==> src/rtl/vec_lsu_if.sv <==
// Bus bundle between the execute-stage control/memory side and the load/store unit.
interface vec_lsu_if #(
    parameter int unsigned VLEN   = 64,
    parameter int unsigned DATA_W = 32,
    parameter int unsigned ADDR_W = 32
);
    logic              start;
    logic [1:0]        op;
    logic [ADDR_W-1:0] base_addr;
    logic [ADDR_W-1:0] stride;
    logic [DATA_W-1:0] st_scalar;
    logic [VLEN-1:0]   st_vec;
    logic [DATA_W-1:0] mem_rdata;
    logic [ADDR_W-1:0] mem_addr;
    logic [DATA_W-1:0] mem_wdata;
    logic              mem_we;
    logic              busy;
    logic              done;
    logic [DATA_W-1:0] ld_scalar;
    logic [VLEN-1:0]   ld_vec;

    // Control unit and memory side
    modport master (
        output start, op, base_addr, stride, st_scalar, st_vec, mem_rdata,
        input  mem_addr, mem_wdata, mem_we, busy, done, ld_scalar, ld_vec
    );

    // Load/store unit side
    modport slave (
        input  start, op, base_addr, stride, st_scalar, st_vec, mem_rdata,
        output mem_addr, mem_wdata, mem_we, busy, done, ld_scalar, ld_vec
    );
endinterface

==> src/rtl/vec_lsu.sv <==
// Scalar/vector load-store unit: one DATA_W memory beat per element, strided
// addressing, start/busy/done handshake. All outputs are registered.
module vec_lsu #(
    parameter int unsigned VLEN    = 64,
    parameter int unsigned DATA_W  = 32,
    parameter int unsigned ADDR_W  = 32,
    parameter int unsigned MEM_LAT = 1
) (
    input logic       clk,
    input logic       reset,
    vec_lsu_if.slave  bus
);
    localparam int unsigned N     = VLEN / DATA_W;
    localparam int unsigned KW    = (N > 1) ? $clog2(N) : 1;
    localparam int unsigned WLAST = (MEM_LAT > 0) ? MEM_LAT - 1 : 0;

    typedef enum logic [1:0] {IDLE, ADDR, WAIT, FIN} state_t;

    state_t            state;
    logic [1:0]        op_r;
    logic [ADDR_W-1:0] stride_r;
    logic [VLEN-1:0]   st_vec_r;
    logic [VLEN-1:0]   buf_r;
    logic [KW-1:0]     k;
    logic [2:0]        wcnt;

    logic [ADDR_W-1:0] mem_addr_r;
    logic [DATA_W-1:0] mem_wdata_r;
    logic              mem_we_r;
    logic              busy_r;
    logic              done_r;
    logic [DATA_W-1:0] ld_scalar_r;
    logic [VLEN-1:0]   ld_vec_r;

    logic              accept;
    logic              beat_end;
    logic              last_beat;
    logic [KW-1:0]     k_inc;
    logic [ADDR_W-1:0] addr_nxt;
    logic [DATA_W-1:0] wdata_nxt;
    logic [VLEN-1:0]   buf_nxt;

    assign bus.mem_addr  = mem_addr_r;
    assign bus.mem_wdata = mem_wdata_r;
    assign bus.mem_we    = mem_we_r;
    assign bus.busy      = busy_r;
    assign bus.done      = done_r;
    assign bus.ld_scalar = ld_scalar_r;
    assign bus.ld_vec    = ld_vec_r;

    // Beat bookkeeping: end-of-beat detection, next element address/data, buffer merge
    always_comb begin
        accept    = bus.start && (state == IDLE || state == FIN);
        last_beat = !op_r[1] || (k == KW'(N - 1));
        k_inc     = (k == KW'(N - 1)) ? '0 : k + KW'(1);
        addr_nxt  = mem_addr_r + stride_r;
        wdata_nxt = st_vec_r[32'(k_inc) * DATA_W +: DATA_W];
        buf_nxt   = buf_r;
        buf_nxt[32'(k) * DATA_W +: DATA_W] = bus.mem_rdata;
        beat_end  = 1'b0;
        if (state == ADDR) begin
            beat_end = op_r[0] || (MEM_LAT == 0);
        end else if (state == WAIT) begin
            beat_end = (wcnt == 3'(WLAST));
        end
    end

    // FSM and registered outputs
    always_ff @(posedge clk) begin
        if (!reset) begin
            state       <= IDLE;
            op_r        <= '0;
            stride_r    <= '0;
            st_vec_r    <= '0;
            buf_r       <= '0;
            k           <= '0;
            wcnt        <= '0;
            mem_addr_r  <= '0;
            mem_wdata_r <= '0;
            mem_we_r    <= 1'b0;
            busy_r      <= 1'b0;
            done_r      <= 1'b0;
            ld_scalar_r <= '0;
            ld_vec_r    <= '0;
        end else if (accept) begin
            // Latch the request; first beat is driven in the next cycle
            state       <= ADDR;
            op_r        <= bus.op;
            stride_r    <= bus.stride;
            st_vec_r    <= bus.st_vec;
            k           <= '0;
            wcnt        <= '0;
            busy_r      <= 1'b1;
            done_r      <= 1'b0;
            mem_addr_r  <= bus.base_addr;
            mem_we_r    <= bus.op[0];
            mem_wdata_r <= !bus.op[0] ? '0 :
                           (bus.op[1] ? bus.st_vec[DATA_W-1:0] : bus.st_scalar);
        end else begin
            case (state)
                ADDR: begin
                    if (!beat_end) begin
                        state <= WAIT;
                        wcnt  <= '0;
                    end
                end
                WAIT: begin
                    if (!beat_end) begin
                        wcnt <= wcnt + 3'd1;
                    end
                end
                FIN: begin
                    state  <= IDLE;
                    done_r <= 1'b0;
                end
                default: ;
            endcase

            if (beat_end) begin
                if (!op_r[0]) begin
                    buf_r <= buf_nxt;
                end
                if (last_beat) begin
                    state       <= FIN;
                    busy_r      <= 1'b0;
                    done_r      <= 1'b1;
                    mem_addr_r  <= '0;
                    mem_wdata_r <= '0;
                    mem_we_r    <= 1'b0;
                    if (!op_r[0]) begin
                        if (op_r[1]) begin
                            ld_vec_r <= buf_nxt;
                        end else begin
                            ld_scalar_r <= bus.mem_rdata;
                        end
                    end
                end else begin
                    state       <= ADDR;
                    k           <= k_inc;
                    mem_addr_r  <= addr_nxt;
                    mem_wdata_r <= op_r[0] ? wdata_nxt : '0;
                end
            end
        end
    end
endmodule

==> src/flat_wrapper.sv <==
// flat-port wrapper written by rule: the top's interface ports become plain ports
module vec_lsu_flat 
#(
    parameter int unsigned VLEN    = 64,
    parameter int unsigned DATA_W  = 32,
    parameter int unsigned ADDR_W  = 32,
    parameter int unsigned MEM_LAT = 1
)
  (clk, reset, bus_start, bus_op, bus_base_addr, bus_stride, bus_st_scalar, bus_st_vec, bus_mem_rdata, bus_mem_addr, bus_mem_wdata, bus_mem_we, bus_busy, bus_done, bus_ld_scalar, bus_ld_vec);
  vec_lsu_if #(.VLEN(VLEN), .DATA_W(DATA_W), .ADDR_W(ADDR_W)) bus_i ();
  input logic clk;
  input logic reset;
  input wire logic [$bits(bus_i.start)-1:0] bus_start;
  input wire logic [$bits(bus_i.op)-1:0] bus_op;
  input wire logic [$bits(bus_i.base_addr)-1:0] bus_base_addr;
  input wire logic [$bits(bus_i.stride)-1:0] bus_stride;
  input wire logic [$bits(bus_i.st_scalar)-1:0] bus_st_scalar;
  input wire logic [$bits(bus_i.st_vec)-1:0] bus_st_vec;
  input wire logic [$bits(bus_i.mem_rdata)-1:0] bus_mem_rdata;
  output wire logic [$bits(bus_i.mem_addr)-1:0] bus_mem_addr;
  output wire logic [$bits(bus_i.mem_wdata)-1:0] bus_mem_wdata;
  output wire logic [$bits(bus_i.mem_we)-1:0] bus_mem_we;
  output wire logic [$bits(bus_i.busy)-1:0] bus_busy;
  output wire logic [$bits(bus_i.done)-1:0] bus_done;
  output wire logic [$bits(bus_i.ld_scalar)-1:0] bus_ld_scalar;
  output wire logic [$bits(bus_i.ld_vec)-1:0] bus_ld_vec;
  assign bus_i.start = bus_start;
  assign bus_i.op = bus_op;
  assign bus_i.base_addr = bus_base_addr;
  assign bus_i.stride = bus_stride;
  assign bus_i.st_scalar = bus_st_scalar;
  assign bus_i.st_vec = bus_st_vec;
  assign bus_i.mem_rdata = bus_mem_rdata;
  assign bus_mem_addr = bus_i.mem_addr;
  assign bus_mem_wdata = bus_i.mem_wdata;
  assign bus_mem_we = bus_i.mem_we;
  assign bus_busy = bus_i.busy;
  assign bus_done = bus_i.done;
  assign bus_ld_scalar = bus_i.ld_scalar;
  assign bus_ld_vec = bus_i.ld_vec;
  vec_lsu #(.VLEN(VLEN), .DATA_W(DATA_W), .ADDR_W(ADDR_W), .MEM_LAT(MEM_LAT)) u_core (.clk(clk), .reset(reset), .bus(bus_i));
endmodule
==> config.mk <==
export PLATFORM = sky130hd
export DESIGN_NAME = vec_lsu_flat
export DESIGN_NICKNAME = d
export VERILOG_FILES = /design/src/rtl/vec_lsu_if.sv /design/src/rtl/vec_lsu.sv /design/src/flat_wrapper.sv
export SDC_FILE = /design/constraint.sdc
export NUM_CORES = 1
export LEC_CHECK = 0
export CORE_MARGIN = 1.5
export CORE_UTILIZATION = 50
export DETAILED_ROUTE_END_ITERATION = 10
export GPL_TIMING_DRIVEN = 0
export PLACE_DENSITY = 0.81
export SYNTH_ARGS = -nofsm -noshare
export SYNTH_HDL_FRONTEND = slang
export SYNTH_SLANG_ARGS = --single-unit
==> constraint.sdc <==
create_clock -name clk -period 3.2 [get_ports clk]
set_input_delay 0.64 -clock clk [delete_from_list [all_inputs] [get_ports clk]]
set_output_delay 0.64 -clock clk [all_outputs]
set_load 0.1 [all_outputs]
# After elaboration in Yosys (flattened, before gate mapping)
# Index checks and enable logic that the tools add are counted.
word_totals:
  regBits: 331
  input_bits: 197
classes:
  n_mux: 27
  bitwise: 5
  eq_ne: 5
  n_reduce_logical: 18
  shift: 3
  n_addsub: 4
ops:
  columns: ["op", "count"]
  rows:
  - ["32-bit 2-to-1 mux", 9]
  - ["64-bit bitwise mux", 1]
  - ["32-bit by 34-bit variable shift with 64-bit output, first input constant", 1]
  - ["32-bit by 34-bit indexed part select with 64-bit output", 1]
  - ["64-bit by 7-bit indexed part select with 32-bit output", 1]
  - ["6-bit negator with 34-bit output", 1]
  - ["32-bit adder", 1]
  - ["1-bit 2-to-1 mux", 11]
  - ["5-bit AND reduction", 2]
  - ["3-bit 2-to-1 mux", 2]
  - ["3-bit one-hot mux with 2 select lines", 1]
  - ["3-bit AND reduction", 2]
  - ["2-bit nonzero test", 3]
  - ["1-bit NOT", 5]
  - ["2-bit equality test, second input constant", 2]
  - ["2-bit 2-to-1 mux", 2]
  - ["2-bit != test, second input constant", 2]
  - ["2-bit one-hot mux with 2 select lines", 1]
  - ["2-bit AND reduction", 2]
  - ["4-bit nonzero test", 1]
  - ["3-bit by 1-bit adder with 3-bit output, second input constant", 1]
  - ["3-bit logical NOT", 1]
  - ["3-bit nonzero test", 1]
  - ["2-bit by 1-bit equality test with 1-bit output, second input constant", 1]
  - ["other kinds (6)", 7]

# Logic depth before layout (Yosys ltp)
depth:
  ltp_word: 7
  mapped_depth: 11
  ltp_nobuf: 11

# Least setup slack after synthesis
# Ideal clock, no wire load.
synth_path:
  kind: "register to register"
  startpoint: "reg u_core.mem_addr_r[0], in the netlist u_core.bus.mem_addr[0]"
  endpoint: "reg u_core.mem_addr_r[30], in the netlist u_core.bus.mem_addr[30]"
  slack_ns: 0.042
  t_arrival_ns: 3.029
  stages_incl_launch_ff: 12
  synth_period_minus_slack_ns: 3.158
  path_buffers: 0
  path_cell_list: "dfxtp_1 -> ha_1 -> inv_1 -> fa_1 -> nand2b_1 -> a21o_1 -> a21oi_2 -> a211oi_1 -> o21a_1 -> o211ai_1 -> xnor2_1 -> o21ai_0"
synth_between:
  elab_chain_len: 4
synth_lines:
  columns: ["element", "line_no", "rtl"]
  rows:
  - ["from (decl)", "vec_lsu.sv:27", "logic [ADDR_W-1:0] mem_addr_r;"]
  - ["from (signal assigned)", "vec_lsu.sv:95", "mem_addr_r <= bus.base_addr;"]
  - ["from (signal assigned)", "vec_lsu.sv:140", "mem_addr_r <= addr_nxt;"]
  - ["32-bit adder", "vec_lsu.sv:56", "addr_nxt = mem_addr_r + stride_r;"]
  - ["32-bit 2-to-1 mux", "vec_lsu.sv:123", "if (last_beat) begin"]
  - ["32-bit 2-to-1 mux", "vec_lsu.sv:119", "if (beat_end) begin"]
  - ["32-bit 2-to-1 mux", "vec_lsu.sv:85", "end else if (accept) begin"]
# Every way passes these cells. The select of a mux whose other input is x is not followed.
# A chain may end at the register's enable or synchronous reset.

# Worst setup path after layout
layout_path:
  startpoint: "reg u_core.state[0]"
  endpoint: "reg u_core.ld_scalar_r[7], in the netlist u_core.bus.ld_scalar[7]"
layout_between:
  elab_chain_len: 5
layout_lines:
  columns: ["element", "line_no", "rtl"]
  rows:
  - ["from (decl)", "vec_lsu.sv:19", "state_t state;"]
  - ["from (signal assigned)", "vec_lsu.sv:71", "state <= IDLE;"]
  - ["from (signal assigned)", "vec_lsu.sv:87", "state <= ADDR;"]
  - ["from (signal assigned)", "vec_lsu.sv:103", "state <= WAIT;"]
  - ["branches (longest 4 deep; another with 2-bit equality test)", null, null]
  - ["5-bit AND reduction (no line) (*)", null, null]
  - ["to (signal assigned)", "vec_lsu.sv:134", "ld_scalar_r <= bus.mem_rdata;"]
  - ["to (decl)", "vec_lsu.sv:32", "logic [DATA_W-1:0] ld_scalar_r;"]
# Every way passes the cells marked *.

==> results.txt <==
----------------------------------------------------
[Status]
  Run status ... finished, final reports clean

[Cells and area]
  Highest-count cells in the layout ignoring fill and taps ... sky130_fd_sc_hd__nand2_1, sky130_fd_sc_hd__clkdlybuf4s50_1, sky130_fd_sc_hd__dfxtp_1
  Cell area after layout ... 19,500 um^2
  Layout area overhead ... 36.6%
  Net count, final ... 2,287
  Layout cells sized above 1 ... 0.0467
  Most common cell after layout, fill and taps aside ... sky130_fd_sc_hd__nand2_1

[Clock tree]
  Clock Pin Slew Worst Setup and Hold Paths ... 60 ps
  Number of buffers added by the clock tree synthesis step ... 34
  Clock root buffer ... sky130_fd_sc_hd__clkbuf_16
  Source-to-sink clock delay at the later pin of the worst-skew pair ... 530 ps
  Clock tree from TritonCTS ... done
  Maximum count of clock buffers along a single path ... 3
  CTS Sinks ... 299
  H-tree level count ... 2
  Post-CTS Hold Buffers ... 0

[Floorplanning]
  Die height ... 172 um
  Die X ... 172 um
  Starting density of the core ... 0.511
  Die Area ... 29,600 um^2
  Core region area ... 28,000 um^2
  Number of placement rows ... 61
  Count of boundary I/O pins ... 360

[Setup path]
  Crit path launch type ... flip-flop
  Critical Path End Type ... flip-flop
  Worst-path cell chain ... inv_1 -> ha_1 -> and2_1 -> buf_2 -> or4_1 -> nor2_1 -> clkbuf_1 -> nand2_1 -> a21boi_0
  Required time of the critical path ... 3620 ps
  Crit path largest cell delay ... 540 ps
  Flop-to-flop setup slack ... 140 ps
  Crit-path slowest cell ... sky130_fd_sc_hd__nor2_1
  Data arrival time of the critical path ... 3480 ps
  Critical setup path kind ... flip-flop to flip-flop
  Maximum fanout along the worst path ... 10

[STA]
  RSZ-0062 raised after global routing ... false
  Remaining max-slew budget at the tightest pin ... 0.235
  Worst Clk Skew ... 22.5 ps
  Fin crit period ... 3060 ps
  Final number of hold-violating endpoints ... 0
  Number of max-slew violations in the final report ... 0
  Transition time at the pin with the least slew margin ... 1140 ps
  Post-route fraction of the period consumed by the critical path ... 0.956
  Max frequency ... 0.327 GHz
  Setup violators final ... 0

[Place]
  Port Buf Inserts ... 358
  Instance area at placement ... 18,400 um^2
  Weighted congestion at the end of routability-driven global placement ... 0.984
  DP HPWL ... 35,800 um

[Detailed routing]
  Detailed-route wire length per cell ... 19.5 um
  DRT Pass-1 Iters ... 8
  Routed vias/inst ... 5.59
  Vias after detailed routing ... 13,800
  Antenna violation net count after detailed routing ... 0
  Number of design rule violations left after detail routing ... 0
  Wirelength, routed ... 48,000 um
  DR iter-0 viols ... 943

[GRT]
  Global-route wire length before repair ... 71,900 um
  Via count of the first global-routing pass ... 13,400
  Total overflow reported by the global router ... 0
  Global routing usage summed across all routing layers ... 0.313
  Number of antenna violations at the first check in global routing ... 8
  Pin count of the biggest net entering global routing ... 14

[Synth]
  Fraction of synthesis flops using an asynchronous set or reset pin ... 0
  Most common flop cell mapped by yosys ... sky130_fd_sc_hd__dfxtp_1
  Cell count after synthesis ... 1,659
  Count of different cell masters after synthesis ... 75
  Number of enable-type register cells in the synthesized netlist ... 0
  Flip-flop and latch count after synthesis ... 299
  Sequential fraction of the synthesis area ... 0.418
  Warnings, synthesis ... 0
  Post-synthesis net count ... 1,893
  Mapped cell area ... 14,300 um^2
  Average footprint of a synthesized cell ... 8.62 um^2

[Power and ir drop]
  Power density over cell area ... 845 nW/um^2
  Total Power ... 16.5 mW
  Max IR drop VDD ... 0.666 mV
  Leakage power figure ... 8.14 nW

[Min path]
  Worst hold-check path type ... flip-flop to flip-flop

[Flow run]
  Max-capacitance violation count ... 0

----------------------------------------------------
-- logic make-up after synthesis --
logic type	count (synthesis)	synth area share
xor+xnor	28	0.0171
fa+ha+maj	37	0.0329
simple gates	596	0.170
compound gates	455	0.250
buf+inv	148	0.0442
mux	96	0.0672
flops	299	0.418
-- through the flow --
step	setup TNS (ps)	setup WS [ps]	instances	utilization	hold slack, ps
floorplan	0	41.8	1659	-	434
global placement	-741	-78.8	2395	0.656	440
detailed placement	-1100	-87.2	2395	0.656	444
CTS	0	187	2456	0.697	452
global route	0	25.8	2460	0.698	467
finish	0	140	2462	0.698	453
-- worst max-delay path, delay by kind of cell (launching register included) --
family | cells | cell delay (ps)
AOI/OAI and AO/OA | 1 | 200
adders and majority gates | 1 | 350
buffers and inverters | 3 | 680
DFF | 1 | 390
and+or+nand+nor | 4 | 1310
-- cell type report --
class / instances / area, um^2
repair buffers: 358 / 3580
flip-flops and latches: 299 / 5990
plain buffers: 134 / 582
inverters: 14 / 52.6
well taps: 378 / 473
clock buffers: 51 / 1020
fillers: 2268 / 8460
diodes: 6 / 15.0
multi-input cells: 1212 / 7690
clock inverters: 10 / 151
-- timing repair --
action	CTS	global route
resized for setup	0	2
setup endpoints to repair	0	1
setup buffers	0	0
-- sequential cells by signal (all words and copies together) (netlist names), 2 cells and up --
name                  count
u_core.bus.ld_scalar     32
u_core.stride_r          32
u_core.bus.ld_vec        64
u_core.op_r               2
u_core.buf_r             64
u_core.bus.mem_addr      32
u_core.state              2
u_core.wcnt               3
u_core.st_vec_r          32
u_core.bus.mem_wdata     32
-- per-layer routing --
| metal | GRT usage | vias up | part of all wire |
|---|---|---|---|
| li1 | - | 6553 | - |
| met1 | 0.379 | 6569 | 0.41 |
| met5 | 0 | - | 0.0010 |
| met4 | 0.120 | 8 | 0.032 |
| met3 | 0.0870 | 107 | 0.085 |
| met2 | 0.528 | 531 | 0.48 |
-- cell usage after synthesis (4+ instances only) --
| master | count | area share |
|---|---|---|
| sky130_fd_sc_hd__o21ai_1 | 8 | 0.0028 |
| sky130_fd_sc_hd__nand4_1 | 5 | 0.0022 |
| sky130_fd_sc_hd__buf_2 | 16 | 0.0056 |
| sky130_fd_sc_hd__o21ai_0 | 38 | 0.013 |
| sky130_fd_sc_hd__inv_1 | 14 | 0.0037 |
| sky130_fd_sc_hd__o211ai_1 | 34 | 0.018 |
| sky130_fd_sc_hd__a21o_1 | 17 | 0.0089 |
| sky130_fd_sc_hd__nor2_1 | 28 | 0.0073 |
| sky130_fd_sc_hd__nand2_1 | 495 | 0.13 |
| sky130_fd_sc_hd__dfxtp_1 | 299 | 0.42 |
| sky130_fd_sc_hd__and3_1 | 15 | 0.0066 |
| sky130_fd_sc_hd__buf_1 | 9 | 0.0024 |
| sky130_fd_sc_hd__a21oi_1 | 40 | 0.014 |
| sky130_fd_sc_hd__o211a_1 | 100 | 0.070 |
| sky130_fd_sc_hd__ha_1 | 36 | 0.031 |
| sky130_fd_sc_hd__a21boi_1 | 19 | 0.010 |
| sky130_fd_sc_hd__xor2_1 | 8 | 0.0049 |
| sky130_fd_sc_hd__mux2i_1 | 96 | 0.067 |
| sky130_fd_sc_hd__clkbuf_1 | 101 | 0.026 |
| sky130_fd_sc_hd__a221oi_1 | 16 | 0.0098 |
| sky130_fd_sc_hd__a21boi_0 | 144 | 0.076 |
| sky130_fd_sc_hd__nand2b_1 | 4 | 0.0017 |
| sky130_fd_sc_hd__nor2b_1 | 17 | 0.0074 |
| sky130_fd_sc_hd__xnor2_1 | 20 | 0.012 |
| sky130_fd_sc_hd__nand3_1 | 11 | 0.0038 |
-- power breakdown --
part,switching [mW],internal (mW),total (mW)
Clock,1.60,2.45,4.05
Combinational,5.54,2.09,7.64
Sequential,0.428,4.40,4.82
-- path summary, 6_finish.rpt --
| check | from | endpoint | depth (start not counted) |
|---|---|---|---|
| worst max register to register | u_core.state[0] | u_core.bus.ld_scalar[7] | 9 |
| worst min-delay path | u_core.buf_r[37] | u_core.buf_r[37] | 2 |
| worst max-delay path | u_core.state[0] | u_core.bus.ld_scalar[7] | 9 |
| worst min register to register | u_core.buf_r[37] | u_core.buf_r[37] | 2 |
(Power assumes the default switching activity.)
